File: config.mk
export PLATFORM = sky130hd
export DESIGN_NAME = gcm_input_packer
export DESIGN_NICKNAME = d
export VERILOG_FILES = /design/src/rtl/gcm_pkg.sv /design/src/rtl/gcm_word_shifter.sv /design/src/rtl/gcm_input_packer.sv
export SDC_FILE = /design/constraint.sdc
export NUM_CORES = 1
export LEC_CHECK = 0
export ABC_AREA = 1
export CORE_MARGIN = 1
export CORE_UTILIZATION = 47
export DETAILED_ROUTE_END_ITERATION = 10
export GPL_TIMING_DRIVEN = 0
export PLACE_DENSITY = 0.8
export REMOVE_ABC_BUFFERS = 1
export SLEW_MARGIN = 20
export SYNTH_ARGS = -nofsm -noshare
export SYNTH_HDL_FRONTEND = slang
export SYNTH_SLANG_ARGS = --single-unit
File: constraint.sdc
create_clock -name clk -period 53.6 [get_ports clk]
set_input_delay 16.08 -clock clk [delete_from_list [all_inputs] [get_ports clk]]
set_output_delay 16.08 -clock clk [all_outputs]
set_load 0.02 [all_outputs]
File: src/rtl/gcm_pkg.sv
// ---------------------------------------------------------------------------
// gcm_pkg
// Shared constants and types for the GCM input packer slice.
//   WORD_W          - width of one input word (32)
//   BLOCK_W         - width of one assembled GCM block (128)
//   WORDS_PER_BLOCK - words shifted in per block (4)
//   CNT_W           - width of the word counter (2, wraps 3->0)
//   WAIT_W          - width of the tag-wait counter (covers TAG_TIMEOUT up to 65535)
//   state_t         - packer FSM states
// ---------------------------------------------------------------------------
package gcm_pkg;

    localparam int WORD_W          = 32;
    localparam int BLOCK_W         = 128;
    localparam int WORDS_PER_BLOCK = 4;
    localparam int CNT_W           = 2;
    localparam int WAIT_W          = 16;

    typedef enum logic [1:0] {
        ST_FILL     = 2'd0,
        ST_LAUNCH   = 2'd1,
        ST_WAIT_TAG = 2'd2
    } state_t;

endpackage

File: src/rtl/gcm_word_shifter.sv
// ---------------------------------------------------------------------------
// gcm_word_shifter
// 32-to-128 shift register with a wrapping word counter. The first word of a
// block ends up in the most significant 32 bits (GCM bit order [0:31]).
// Ports:
//   clk, rst        - clock, asynchronous active-high reset
//   i_shift_en      - accept i_word this cycle
//   i_word          - incoming word
//   o_block         - current assembly register contents
//   o_next_block    - assembly value after shifting in i_word (used to copy
//                     out a complete block on the same edge as word 3)
//   o_count         - number of words already held in the current block
//   o_first         - i_word is word 0 of a block and is being accepted
//   o_last          - i_word is word 3 of a block and is being accepted
// ---------------------------------------------------------------------------
module gcm_word_shifter
    import gcm_pkg::*;
(
    input  logic               clk,
    input  logic               rst,
    input  logic               i_shift_en,
    input  logic [WORD_W-1:0]  i_word,
    output logic [BLOCK_W-1:0] o_block,
    output logic [BLOCK_W-1:0] o_next_block,
    output logic [CNT_W-1:0]   o_count,
    output logic               o_first,
    output logic               o_last
);

    localparam logic [CNT_W-1:0] LAST_IDX = CNT_W'(WORDS_PER_BLOCK - 1);

    logic [BLOCK_W-1:0] r_block;
    logic [CNT_W-1:0]   r_count;
    logic [BLOCK_W-1:0] w_shifted;

    assign w_shifted = {r_block[BLOCK_W-WORD_W-1:0], i_word};

    always_ff @(posedge clk or posedge rst) begin
        if (rst) begin
            r_block <= '0;
            r_count <= '0;
        end else if (i_shift_en) begin
            r_block <= w_shifted;
            // Natural 2-bit wrap takes the counter from 3 back to 0.
            r_count <= r_count + 1'b1;
        end
    end

    assign o_block      = r_block;
    assign o_next_block = w_shifted;
    assign o_count      = r_count;
    assign o_first      = i_shift_en && (r_count == '0);
    assign o_last       = i_shift_en && (r_count == LAST_IDX);

endmodule

File: src/rtl/gcm_input_packer.sv
// ---------------------------------------------------------------------------
// gcm_input_packer
// Packs four 32-bit plaintext words into a 128-bit block, launches a
// downstream GCM instance with a one-cycle o_new pulse, then waits for the
// downstream tag-ready flag (or a timeout) before accepting the next block.
// Parameters:
//   TAG_TIMEOUT     - max cycles spent in WAIT_TAG before abort (2..65535)
// Ports:
//   clk, rst        - clock, asynchronous active-high reset
//   i_data, i_valid - word stream input; o_ready is the accept handshake
//   i_bypass_text   - sideband, captured with word 0 of each block
//   o_new           - one-cycle start pulse to the downstream instance
//   o_plain_text    - assembled block, stable from LAUNCH to next LAUNCH
//   o_bypass_text   - captured sideband, stable with o_plain_text
//   i_tag_ready     - downstream done flag, only honoured in WAIT_TAG
//   o_busy          - high in LAUNCH and WAIT_TAG
//   o_timeout       - one-cycle pulse when WAIT_TAG is aborted
// ---------------------------------------------------------------------------
module gcm_input_packer
    import gcm_pkg::*;
#(
    parameter int TAG_TIMEOUT = 256
)
(
    input  logic               clk,
    input  logic               rst,
    input  logic [WORD_W-1:0]  i_data,
    input  logic               i_valid,
    output logic               o_ready,
    input  logic [BLOCK_W-1:0] i_bypass_text,
    output logic               o_new,
    output logic [BLOCK_W-1:0] o_plain_text,
    output logic [BLOCK_W-1:0] o_bypass_text,
    input  logic               i_tag_ready,
    output logic               o_busy,
    output logic               o_timeout
);

    localparam logic [WAIT_W-1:0] WAIT_LAST = WAIT_W'(TAG_TIMEOUT - 1);

    state_t             r_state;
    state_t             w_next_state;
    logic [WAIT_W-1:0]  r_wait;
    logic [BLOCK_W-1:0] r_side;
    logic [BLOCK_W-1:0] r_plain;
    logic [BLOCK_W-1:0] r_bypass;
    logic               r_timeout;
    logic               w_timeout_hit;

    logic               w_xfer;
    logic [BLOCK_W-1:0] w_block;
    logic [BLOCK_W-1:0] w_next_block;
    logic [CNT_W-1:0]   w_count;
    logic               w_first;
    logic               w_last;

    // o_ready comes straight from the state register, so it is 1 while rst
    // is held (reset forces FILL asynchronously).
    assign o_ready = (r_state == ST_FILL);
    assign w_xfer  = i_valid && o_ready;

    gcm_word_shifter u_shifter (
        .clk          (clk),
        .rst          (rst),
        .i_shift_en   (w_xfer),
        .i_word       (i_data),
        .o_block      (w_block),
        .o_next_block (w_next_block),
        .o_count      (w_count),
        .o_first      (w_first),
        .o_last       (w_last)
    );

    // Sideband is sampled on word 0 only; later words leave it untouched.
    always_ff @(posedge clk or posedge rst) begin
        if (rst) begin
            r_side <= '0;
        end else if (w_first) begin
            r_side <= i_bypass_text;
        end
    end

    // Outputs load on the word-3 edge, so they are valid in the LAUNCH cycle
    // and hold until the next block completes.
    always_ff @(posedge clk or posedge rst) begin
        if (rst) begin
            r_plain  <= '0;
            r_bypass <= '0;
        end else if (w_last) begin
            r_plain  <= w_next_block;
            r_bypass <= r_side;
        end
    end

    always_ff @(posedge clk or posedge rst) begin
        if (rst) begin
            r_state <= ST_FILL;
        end else begin
            r_state <= w_next_state;
        end
    end

    // i_tag_ready is only looked at in WAIT_TAG, and it wins over the
    // timeout when both land in the same cycle.
    always_comb begin
        w_next_state  = r_state;
        w_timeout_hit = 1'b0;
        case (r_state)
            ST_FILL: begin
                if (w_last) begin
                    w_next_state = ST_LAUNCH;
                end
            end
            ST_LAUNCH: begin
                w_next_state = ST_WAIT_TAG;
            end
            ST_WAIT_TAG: begin
                if (i_tag_ready) begin
                    w_next_state = ST_FILL;
                end else if (r_wait == WAIT_LAST) begin
                    w_next_state  = ST_FILL;
                    w_timeout_hit = 1'b1;
                end
            end
            default: begin
                w_next_state = ST_FILL;
            end
        endcase
    end

    // Cleared in LAUNCH so WAIT_TAG always starts from 0; counts 0..TAG_TIMEOUT-1.
    always_ff @(posedge clk or posedge rst) begin
        if (rst) begin
            r_wait <= '0;
        end else if (r_state == ST_LAUNCH) begin
            r_wait <= '0;
        end else if (r_state == ST_WAIT_TAG) begin
            r_wait <= r_wait + 1'b1;
        end
    end

    // Registered so the pulse coincides with the first FILL cycle after abort.
    always_ff @(posedge clk or posedge rst) begin
        if (rst) begin
            r_timeout <= 1'b0;
        end else begin
            r_timeout <= w_timeout_hit;
        end
    end

    assign o_new         = (r_state == ST_LAUNCH);
    assign o_busy        = (r_state == ST_LAUNCH) || (r_state == ST_WAIT_TAG);
    assign o_timeout     = r_timeout;
    assign o_plain_text  = r_plain;
    assign o_bypass_text = r_bypass;

endmodule

==> results.json, run 1 <==
{
  "status": "completed",
  "drtIter0Drc": 958,
  "htreeDepth": 2,
  "drtAntennaViolNets": 0,
  "routed-via-count": 13873,
  "place_area_um2": 23900,
  "std_cell_rows": 73,
  "dr.pass1.iters": 5,
  "final_area_um2": 25600,
  "grt_pass1_wl_mm": 74.4,
  "post_cts_buffers": 0,
  "min_path_type": "reg -> reg",
  "wire_per_inst_um": 16.2,
  "ys.flop_type": "dfrtp_1",
  "vias_per_cell": 4.92,
  "syn_inst": 1855,
  "synth_edf_count": 0,
  "worstMarginPinSlew_ns": 0.658,
  "period_minus_slack_ns": 18.24,
  "drive_above_1_share": 0.0841,
  "drc": 0,
  "fin_setup_tns_ns": 0,
  "synth.area.top_cells": "dfrtp_1 66%, nand2_1 13%, o21ai_0 6.3%, mux2_2 5.4%, inv_1 3.1%",
  "crit_slowest_cell": "clkdlybuf4s50_1",
  "p_seq_frac": 0.401,
  "dieArea_um2": 41000,
  "cp-start-kind": "flip-flop",
  "critPathBufInv": 2,
  "dp_slack_ns": 34.92,
  "cts-root-buf": "clkbuf_16",
  "max_freq_ghz": 0.0548,
  "timing.final.crit_share": 0.340,
  "core_area_um2": 39600,
  "p_int_uw": 1020,
  "port_buffers": 423,
  "synth_top_area_frac": 0.664,
  "power.total_uw": 1570,
  "holdPathStages": 2,
  "end_kind": "primary output",
  "yosys.area.top_type": "dfrtp_1",
  "use_met2": 0.364,
  "cap_violations": 0,
  "ios": 424,
  "worst_path_largest_cell_delay_ns": 0.70,
  "routabilityCongestion": 0.808,
  "setup_violations": 0,
  "power_density_nw_per_um2": 61.3,
  "avgSynthCellArea_um2": 10.2,
  "r2r-start": "r_state[0]",
  "worstPathRequired_ns": 37.52,
  "cts_buffers": 51,
  "path_cells": "inv_1, ha_1, clkdlybuf4s50_1",
  "peakVddDrop_v": 0.0000380,
  "clkTransAtPathRegs_ns": 0.06,
  "hold_viol": 0,
  "worst-path-max-fanout": 8,
  "yosysWarningCount": 0,
  "cts_tree": "done",
  "nets": 2426,
  "grt-ovfl-total": 0,
  "power.leakage_uw": 0.0121,
  "yosysMostFrequentCell": "nand2_1",
  "p_clk_frac": 0.233,
  "ys_types": 26,
  "worstHoldStart": "r_side[55]",
  "dpl.hpwl_mm": 29.9,
  "clockBufferDepth": 3,
  "clk-insertion-delay-late_ns": 0.58,
  "async_reset_ff_frac": 1.00,
  "cts_num_sinks": 501,
  "crit_cells": 3,
  "setup_ws_ns": 35.37,
  "area_growth_pct": 35.5,
  "swShare": 0.349,
  "ys_ff_latch": 501,
  "pwr-share-comb": 0.366,
  "die_w_um": 202,
  "cpLargestDelayFamily": "buffers and inverters",
  "grtUsageMet3": 0.0681,
  "cp.arrival_ns": 2.16,
  "yosys-top-cells-count": "675 x nand2_1, 501 x dfrtp_1, 237 x o21ai_0",
  "reg2reg_depth": 9,
  "wl_mm": 45.8,
  "fin_skew_ns": 0.0125,
  "p_sw_uw": 547,
  "grt_pass1_vias": 14336,
  "hold_buffers": 0,
  "rsz0062_at_grt": "false",
  "slew_violations": 0,
  "synthesis.area_um2": 18900,
  "use_met1": 0.279,
  "track_usage": 0.226,
  "startpoint": "r_state[1]",
  "relSlewSlack": 0.561,
  "grt_max_degree": 149,
  "post_cts_resized": 0,
  "start_util": 0.476,
  "antenna_found_initial": 4,
  "grt-busiest-layer": "met2",
  "critPathKind": "reg -> out",
  "yosysSeqAreaShare": 0.664,
  "dieHeight_um": 202
}
kinds of logic (layout without fill, tap and decap cells):
kind of cell,after synthesis,count (layout),synth area share
xor gates and xnor gates,1,1,0.000464
DFF,501,501,0.664
adders and majority gates,6,6,0.00397
AOI/OAI and AO/OA,282,282,0.0747
buffers and inverters,250,689,0.0553
and+or+nand+nor,721,721,0.146
muxes,94,94,0.0560
other,0,2,0
cell type report:
type,count,area (um^2)
diodes,2,5.00
clock buffers,76,1490
clock inverters,15,229
fillers,2969,14100
inverters,155,597
repair buffers,443,4730
flip-flops and latches,501,12500
multi-input cells,1104,5330
well taps,525,657
worst reg2reg max path, delay by kind of cell (launching register included):
| family | cells | cell delay, ns |
|---|---|---|
| buf+inv | 5 | 1.27 |
| simple gates | 3 | 0.88 |
| flops | 1 | 0.39 |
| fa+ha+maj | 1 | 0.37 |
registers in the layout (all words and copies together), names as in the netlist:
name	count
u_shifter.o_block	96
o_timeout	1
r_side	128
r_wait	16
o_bypass_text	128
r_state	2
u_shifter.o_count	2
o_plain_text	128
metrics by stage:
| stage | util | std cells | hold WS (ns) |
|---|---|---|---|
| 2_1_floorplan | - | 1760 | 0.435 |
| 3_3_place_gp | 0.588 | 2708 | 0.444 |
| 3_5_place_dp | 0.602 | 2728 | 0.451 |
| 4_1_cts | 0.645 | 2819 | 0.466 |
| 5_1_grt | 0.645 | 2820 | 0.481 |
| 6_report | 0.645 | 2821 | 0.465 |
cell usage in the layout, fill, tap and decap left out, types with 2 or more instances in the layout:
master	instances
ha_1	6
o21ai_0	237
nand2_1	675
diode_2	2
clkbuf_16	53
mux2_1	3
buf_16	13
clkinv_2	8
a21oi_1	10
buf_12	7
inv_8	2
nor2_1	28
clkbuf_8	8
clkbuf_1	15
dfrtp_1	501
nand3_1	7
o21ai_1	35
mux2_2	90
bufinv_16	6
inv_1	153
clkdlybuf4s50_1	423
nand4_1	3
final timing paths:
path                                      to  slack (ns)
max                                   o_busy       35.37
min                        o_bypass_text[55]        0.46
max reg2reg                o_bypass_text[57]       50.63
min reg2reg                o_bypass_text[55]        0.46
max in group asynchronous        r_side[101]       36.10
min in group asynchronous         r_side[63]       15.92
power by group through the flow:
stage          Combinational [uW]  Clock (uW)  Sequential, uW
6_report                      574         365             630
5_1_grt                       627         388             649
4_1_cts                       581         373             630
3_5_place_dp                  575           0             633
3_3_place_gp                  575           0             629
2_1_floorplan                 229           0             720
layer usage:
| layer | vias up | routed length [um] | part of all wire |
|---|---|---|---|
| li1 | 6624 | - | - |
| met1 | 6691 | 18300 | 0.40 |
| met2 | 426 | 21700 | 0.47 |
| met3 | 126 | 3640 | 0.079 |
| met4 | 6 | 2090 | 0.046 |
| met5 | - | 45 | 0.00098 |
No activity file was read; power rests on OpenSTA's default activity.
==> inputs of run 2 (changes only) <==
==> constraint.sdc (replaced) <==
create_clock -name clk -period 19 [get_ports clk]
set_input_delay 5.7 -clock clk [delete_from_list [all_inputs] [get_ports clk]]
set_output_delay 5.7 -clock clk [all_outputs]
set_load 0.02 [all_outputs]
==> results of run 2 <==
The final DEF is identical to that of run 1. Status: completed.
Among the figures that moved: setup slack after placement 34.92 ns -> 10.70 ns; setup slack after layout 35.37 ns -> 11.15 ns; register-to-register setup slack 50.63 ns -> 16.03 ns; total power 1570 uW -> 4430 uW; worst IR drop on VDD 0.0000380 V -> 0.000107 V
